### src/rtl/dcache_controller.sv
// Direct-mapped, write-back, write-allocate data cache between an 8-bit CPU
// and a 32-bit block memory; stalls the CPU via BUSYWAIT on misses.
module dcache_controller #(
  parameter int NBLOCKS     = 8,
  parameter int BLOCK_BYTES = 4
) (
  input  logic                                  CLK,
  input  logic                                  RESET_N,
  input  logic                                  READ,
  input  logic                                  WRITE,
  input  logic [7:0]                            ADDRESS,
  input  logic [7:0]                            WRITEDATA,
  output logic [7:0]                            READDATA,
  output logic                                  BUSYWAIT,
  output logic                                  MEM_READ,
  output logic                                  MEM_WRITE,
  output logic [7-$clog2(BLOCK_BYTES):0]        MEM_ADDRESS,
  output logic [8*BLOCK_BYTES-1:0]              MEM_WRITEDATA,
  input  logic [8*BLOCK_BYTES-1:0]              MEM_READDATA,
  input  logic                                  MEM_BUSYWAIT
);
  localparam int OFF_W = $clog2(BLOCK_BYTES);
  localparam int IDX_W = $clog2(NBLOCKS);
  localparam int TAG_W = 8 - IDX_W - OFF_W;
  localparam int LINE_W = 8 * BLOCK_BYTES;

  typedef enum logic [1:0] {IDLE, WRITEBACK, FETCH, UPDATE} state_t;

  state_t             state;
  logic [NBLOCKS-1:0] valid;
  logic [NBLOCKS-1:0] dirty;
  logic [LINE_W-1:0]  data_arr [NBLOCKS];
  logic [TAG_W-1:0]   tag_arr  [NBLOCKS];
  logic               seen_busy;
  logic [TAG_W-1:0]   miss_tag;
  logic [IDX_W-1:0]   miss_idx;

  logic [TAG_W-1:0]   tag;
  logic [IDX_W-1:0]   idx;
  logic [OFF_W-1:0]   off;
  logic               hit;
  logic               store_hit;

  assign tag       = ADDRESS[7 -: TAG_W];
  assign idx       = ADDRESS[OFF_W +: IDX_W];
  assign off       = ADDRESS[OFF_W-1:0];
  assign hit       = valid[idx] && (tag_arr[idx] == tag);
  assign store_hit = (state == IDLE) && WRITE && hit;

  assign BUSYWAIT = (READ | WRITE) & ~((state == IDLE) & hit);
  assign READDATA = (READ && hit) ? data_arr[idx][{off, 3'b000} +: 8] : 8'h00;

  // Line storage carries no reset; the valid bits alone decide what is live.
  always_ff @(posedge CLK) begin
    if (state == UPDATE) begin
      data_arr[miss_idx] <= MEM_READDATA;
      tag_arr[miss_idx]  <= miss_tag;
    end else if (store_hit) begin
      data_arr[idx][{off, 3'b000} +: 8] <= WRITEDATA;
    end
  end

  always_ff @(posedge CLK or negedge RESET_N) begin
    if (!RESET_N) begin
      state         <= IDLE;
      valid         <= '0;
      dirty         <= '0;
      seen_busy     <= 1'b0;
      miss_tag      <= '0;
      miss_idx      <= '0;
      MEM_READ      <= 1'b0;
      MEM_WRITE     <= 1'b0;
      MEM_ADDRESS   <= '0;
      MEM_WRITEDATA <= '0;
    end else begin
      case (state)
        IDLE: begin
          if (store_hit) begin
            dirty[idx] <= 1'b1;
          end else if ((READ || WRITE) && !hit) begin
            // The miss address is latched so the fill is unaffected if the
            // CPU withdraws its request mid-miss.
            miss_tag  <= tag;
            miss_idx  <= idx;
            seen_busy <= 1'b0;
            if (valid[idx] && dirty[idx]) begin
              state         <= WRITEBACK;
              MEM_WRITE     <= 1'b1;
              MEM_ADDRESS   <= {tag_arr[idx], idx};
              MEM_WRITEDATA <= data_arr[idx];
            end else begin
              state       <= FETCH;
              MEM_READ    <= 1'b1;
              MEM_ADDRESS <= {tag, idx};
            end
          end
        end
        WRITEBACK: begin
          if (MEM_BUSYWAIT) begin
            seen_busy <= 1'b1;
          end else if (seen_busy) begin
            seen_busy   <= 1'b0;
            MEM_WRITE   <= 1'b0;
            MEM_READ    <= 1'b1;
            MEM_ADDRESS <= {miss_tag, miss_idx};
            state       <= FETCH;
          end
        end
        FETCH: begin
          if (MEM_BUSYWAIT) begin
            seen_busy <= 1'b1;
          end else if (seen_busy) begin
            seen_busy <= 1'b0;
            MEM_READ  <= 1'b0;
            state     <= UPDATE;
          end
        end
        UPDATE: begin
          valid[miss_idx] <= 1'b1;
          dirty[miss_idx] <= 1'b0;
          state           <= IDLE;
        end
        default: state <= IDLE;
      endcase
    end
  end
endmodule

### config.mk
export PLATFORM = sky130hd
export DESIGN_NAME = dcache_controller
export DESIGN_NICKNAME = d
export VERILOG_FILES = /design/src/rtl/dcache_controller.sv
export SDC_FILE = /design/constraint.sdc
export NUM_CORES = 1
export LEC_CHECK = 0
export BUFFER_PORTS_ARGS = -buffer_cell sky130_fd_sc_hd__buf_2
export CAP_MARGIN = 15
export CORE_MARGIN = 8
export CORE_UTILIZATION = 50
export CTS_BUF_LIST = sky130_fd_sc_hd__clkbuf_4 sky130_fd_sc_hd__clkbuf_8 sky130_fd_sc_hd__clkbuf_16
export CTS_CLUSTER_SIZE = 20
export DETAILED_ROUTE_END_ITERATION = 12
export PLACE_DENSITY = 0.68
export SETUP_SLACK_MARGIN = 0.5
export SYNTH_ARGS = -nofsm -noshare
export SYNTH_HDL_FRONTEND = slang
export SYNTH_SLANG_ARGS = --single-unit
### constraint.sdc
create_clock -name CLK -period 4 [get_ports CLK]
set_input_delay 0.4 -clock CLK [delete_from_list [all_inputs] [get_ports CLK]]
set_output_delay 0.4 -clock CLK [all_outputs]
set_load 0.01 [all_outputs]
Yosys cells after proc, flatten, opt, wreduce, memory -nomap -nowiden:

Memories as Yosys holds them, arrays and structs flattened.
Index checks and enable logic that the tools add are counted.

* register bits: 65
* RAM bits: 280
* input port bits: 53
* memories: 2

* add/sub/neg operators: 1
* $lt $le $gt $ge: 4
* equal/unequal tests: 13
* shift-type cells: 3
* muxes and demuxes: 49
* bitwise gates (word level): 9
* reduce and logical (&&, ||, !) cells: 25

Memory list
* data_arr: depth 8, width 32, read ports 1, clocked after Yosys merged registers in 0, write ports 1, line 32 `logic [LINE_W-1:0] data_arr [NBLOCKS];`
* tag_arr: depth 8, width 3, read ports 1, clocked after Yosys merged registers in 0, write ports 1, line 33 `logic [TAG_W-1:0] tag_arr [NBLOCKS];`

Operator list (count)
* 2-to-1 mux 32 bit: 3
* OR reduction 32 bit: 1
* variable shift 8 x 7 -> 32 bit (first input constant): 1
* indexed part select 32 x 6 -> 8 bit: 1
* indexed part select 8 x 7 -> 32 bit: 1
* 2-to-1 mux 6 bit: 5
* 2-to-1 mux 1 bit: 21
* 2-to-1 mux 8 bit: 2
* OR 8 bit: 2
* case mux 8 bit (2 select lines): 1
* 2-to-1 mux 2 bit: 7
* != test 2 bit (second input constant): 7
* case mux 6 bit (2 select lines): 1
* AND reduction 6 bit: 2
* bitwise AND 8 bit: 1
* logical AND 1 bit: 8
* less-than comparator 3 x 4 -> 1 bit (second input constant): 2
* inverter 8 bit: 1
* case mux 2 bit (4 select lines): 1
* AND reduction 8 bit: 1
* negator 5 -> 7 bit: 1
* binary-select mux 1 bit (select 3 bit): 2
* demux 1 bit (select 3 bit): 2
* greater-or-equal comparator 3 x 1 -> 1 bit (second input constant): 2
* other kinds (20): 28

Logic depth before layout (Yosys ltp):

* word-level depth: 9
* depth in mapped cells: 12
* gate-level depth less buffers: 8

Least setup slack after synthesis:

OpenSTA, ideal clock, no wires.

* path type: input -> register
* from: input ADDRESS[2]
* to: memory data_arr[4][24] in the netlist's numbering (enable)
* library setup time: 0.384 ns
* arrival time: 2.973 ns
* required time: 3.616 ns
* setup slack: 0.642 ns
* cell stages on the path: 9
* path buffers: 1
* path through: buf_4 > mux4_2 > mux2i_1 > xor2_1 > inv_1 > or4_4 > nor2_1 > nand2_1 > o21ai_0

* longest elaborated chain between the ends: 9
* elaborated cells between the ends (all ways): 12

Ends and longest elaborated chain
* start: declaration: line 11 `input logic [7:0] ADDRESS,`
* memory read (8 x 3 bit) / binary-select mux 1 bit (select 3 bit) (equally long branches)
* equality test 3 bit / 2-to-1 mux 1 bit (equally long branches): line 47 `assign hit = valid[idx] && (tag_arr[idx] == tag);`
* logical AND 1 bit: line 47
* logical AND 1 bit: line 48 `assign store_hit = (state == IDLE) && WRITE && hit;`
* 2-to-1 mux 1 bit: line 58 `end else if (store_hit) begin`
* 2-to-1 mux 1 bit: line 55 `if (state == UPDATE) begin`
* 2-to-1 mux 32 bit (implied by the code): line 59 `data_arr[idx][{off, 3'b000} +: 8] <= WRITEDATA;`
* OR reduction 32 bit (no source line)
* 2-to-1 mux 3 bit (no source line) / 2-to-1 mux 32 bit (equally long branches)
* end: declaration: line 32

Several ways; a longest one is shown, not always the timed one. The select of a mux whose other input is x is not followed.

Final worst setup path:

* from: input ADDRESS[2]
* to: output READDATA[5]

* longest elaborated chain between the ends: 5
* elaborated cells between the ends (all ways): 9

Ends and longest elaborated chain
* branches (longest 4 deep; another with memory read (8 x 32 bit))
* 2-to-1 mux 8 bit *: line 51 `assign READDATA = (READ && hit) ? data_arr[idx][{off, 3'b000} +: 8] : 8'h00;`
* end: declaration: line 13 `output logic [7:0] READDATA,`

Mark *: on every way between the ends. The select of a mux whose other input is x is not followed.

==> results.txt <==
The checks that failed: hold timing. The clock network fraction of total power is about 34%. The number of pins exceeding their max-slew limit in the final report came out at 0.

Summed over all cells, the static leakage comes to 6.56 nW. The die covers roughly 35000 µm². Setup violations remaining at the end of the flow were counted as 0.

During placement, the flow inserted port buffers numbering just over 100. The aggregate global routing overflow is 0. The area growth from synthesis to final layout came out at 16.2%.

In the final routed layout, each cell accounts on average for between 20 and 25 µm. The net switching power of the design came out at between 2 and 3 mW. The setup TNS after final layout came out at 0 ps.

The tightest min-delay check is of the input pin to asynchronous set/reset pin type. The post-synthesis cell count is 1098. VDD sags by at most 0.000404 V. The number of hold buffers added after CTS was 0. The number of antenna violations at the first check in global routing came out at 0. The mean number of vias per cell is ~5.9.

The via total after detailed routing is 9766. The initial cell density of the core is 50.8%. For this design the ratio of total power to cell area is 574 nW/µm².

For the finished layout, the period the worst path requires is 3380 ps. On the final layout, the worst clock skew is about 12 ps. The total I/O pin count came out at about 100. At the placement stage, the worst setup path has a slack of roughly 380 ps. In the synthesized netlist the dominant register cell turns out to be edfxtp_1.

The top cell type by area accounts for 57.6% of the synthesized area. The maximum fanout encountered on the critical timing path is 39. The final layout net count came out at approximately 1300. Yosys attributes the largest share of cell area to edfxtp_1 58%, dfrtp_1 11%, mux2i_1 7.9%. After detailed routing, the number of remaining DRC violations is 0. The die outline height came out at roughly 190 µm. After detailed routing, the total wire length is 39.2 mm. The most frequent cell after synthesis is edfxtp_1. Of the cells placed in the final design, the portion with a size suffix greater than 1 is 19.9%. The clock sink count came out at roughly 350.

The clock transition at the registers of the reported paths came out at 60 ps. The number of global-route vias before repair is around 9500. The actual transition at the worst max-transition pin is approximately 910 ps. The count of cells in the finished layout, fillers not included, comes to roughly 1600. The later pin in the worst-skew pair is clocked with a latency of 510 ps.

The post-synthesis area per instance is 13.3 µm². The combinational group share of total power came out at approximately 18%. The number of buffers on the longest clock path came out at 3. The CTS H-tree depth came out at 2. For this run, the slowest stage of the critical path takes around 600 ps. The fraction of power spent switching nets is around 28%. The worst setup path is captured at an output port. The critical path arrival is ~3000 ps.

The worst-case hold slack is -26.7 ps. For met3 alone, demand over resource in global routing was around 4.2%. The final estimated routing congestion in global placement came out at slightly above 0.8. Counting every net in the synthesized netlist gives 1159. The detailed router's first-iteration violation count is 887.

Sequential cells were found to cover 68.8% of the synthesized design area. The critical path in this run is classified as input pin to output port. After layout, the design draws a total of about 9.7 mW.

The number of library cell types mapped by synthesis is 50. The maximum clock frequency is about 0.30 GHz. Setup repair after global routing left no endpoint under its margin. TritonCTS built the clock tree.

The clock tree root driver cell is clkbuf_16. The data required time of the worst path came out at around 3600 ps. The wire-length estimate of the detail-placed layout is 25.9 mm. The count of final hold-check violations came to 33. Synthesis inferred between 300 and 400 register bits.

The iteration count of the initial detailed-routing pass came out at 6. The worst max-slew margin expressed relative to the limit came out at between 30% and 40%. The placeable core area came out at about 29000 µm². The run finished, with violations left. The final antenna-violating net count came out at 0. The pin count of the biggest net entering global routing is 65.

The number of enable-type register cells in the synthesized netlist is between 200 and 300. Sequential cells burn between 40 and 50% of the power. In this run the horizontal extent of the chip is 187 µm. The final clock period utilization by the worst path is roughly 85%. The number of max-capacitance violations reported is 0. edfxtp_1 takes more of the synthesized area than any other cell. Yosys printed 0 warnings.

The layer flagged by global routing as most heavily used is met2. After synthesis the cells add up to ~15000 µm². Including well taps, the total number of placed cells is 1579. The startpoint type of the worst setup path is an input pin. Walking the worst path, the cells encountered are buf_4 -> buf_4 -> mux2i_1 -> nor2_1 -> a21oi_1 -> o22ai_1 -> a21oi_1 -> mux4_2 -> nor2_1 -> buf_2.

The slowest cell on the critical path is a21oi_1. The wire length of the first global-routing pass is roughly 58 mm. The global routing met2 resource utilization came out at approximately a third. The global routing usage summed across all routing layers is 21.7%. The setup slack of the critical path after layout came out at approximately 600 ps. The internal power consumption is approximately 7.1 mW. The share of synthesized flip-flops with an asynchronous set or reset is 18.8%. The row count came out at 62.

Buffers inserted during clock tree synthesis total 37. After synthesis, the most frequently instantiated cells are 280 x edfxtp_1, 118 x nand2_1, 115 x mux2i_1. The met1 demand-to-capacity share in global routing is 28.9%.
-- power groups by stage --
stage	clock network [mW]	logic, mW	registers [mW]
finish	3.27	1.74	4.72
global route	3.45	1.89	4.77
CTS	3.31	1.75	4.71
detailed placement	0	1.74	4.78
global placement	0	1.71	4.77
floorplan	0	1.00	4.77
-- per-layer routing --
metal | up-vias | part of all wire (%)
met5 | - | 0
met4 | 0 | 3.9
met3 | 116 | 9.3
met2 | 505 | 47
met1 | 4782 | 40
li1 | 4363 | -
-- cell usage in the layout, fill, tap and decap left out, types with 3 or more instances in the layout --
master,Yosys,layout
a21oi_1,104,104
a22oi_1,4,4
a32oi_1,4,4
buf_2,18,99
buf_4,5,58
clkbuf_16,0,38
clkbuf_4,0,4
clkbuf_8,0,3
clkinv_1,0,4
clkinv_2,0,9
clkinvlp_4,0,3
dfrtp_1,65,65
edfxtp_1,280,280
ha_1,8,8
inv_1,22,21
mux2_2,9,9
mux2i_1,115,115
mux4_2,12,12
nand2_1,118,117
nand2b_1,9,9
nand3_1,5,5
nor2_1,86,85
nor2b_1,8,8
nor3_1,5,4
nor3b_1,3,3
o21ai_0,74,74
o21ai_1,41,41
o22ai_1,34,34
-- worst paths after layout --
check	from	end	slack (ps)	cells past startpoint
setup / recovery	ADDRESS[2]	READDATA[5]	620	10
hold / removal	RESET_N	MEM_ADDRESS[3]	-30	1
setup reg to reg	tag_arr[7][2]	data_arr[1][9]	720	8
hold reg to reg	valid[7]	valid[7]	470	1
max in group asynchronous	RESET_N	MEM_WRITEDATA[15]	3030	2
min in group CLK	ADDRESS[5]	miss_tag[0]	180	2
-- repair_timing --
| action | 4_1_cts | 5_1_grt |
|---|---|---|
| setup buffers | 0 | 1 |
| setup endpoints to repair | 0 | 11 |
| gates resized for setup | 0 | 3 |
-- per-stage QoR --
stage / area (µm²) / util, %
global route: 16900 / 59.0
CTS: 16900 / 59.0
finish: 16900 / 59.0
global placement: 15800 / 54.9
detailed placement: 15800 / 54.9
floorplan: 14600 / -
-- logic make-up after synthesis --
group | synth area share (%)
mux | 10.5
flops | 68.8
xor+xnor | 0.180
simple gates | 7.03
fa+ha+maj | 0.686
compound gates | 10.4
buf+inv | 2.44
-- flip-flops by register name, indices dropped and copies added, names as in the netlist --
name           flops
data_arr         256
MEM_READ           1
MEM_ADDRESS        6
MEM_WRITEDATA     32
miss_tag           3
valid              8
seen_busy          1
MEM_WRITE          1
tag_arr           24
miss_idx           3
state              2
dirty              8
-- worst max-delay path, delay by kind of cell --
family,cells,cell delay [ps]
muxes,2,620
buffers and inverters,3,960
AOI/OAI and AO/OA,3,850
and+or+nand+nor,2,110
-- layout make-up --
type,count,area [µm²]
clock buffer,45,1020
timing repair buffer,159,962
multi-input combinational,669,4210
fill,2277,11800
inverter,23,86.3
sequential,345,10000
tap,384,480
antenna,1,2.50
clock inverter,19,151
No activity file was read; power rests on OpenSTA's default activity.
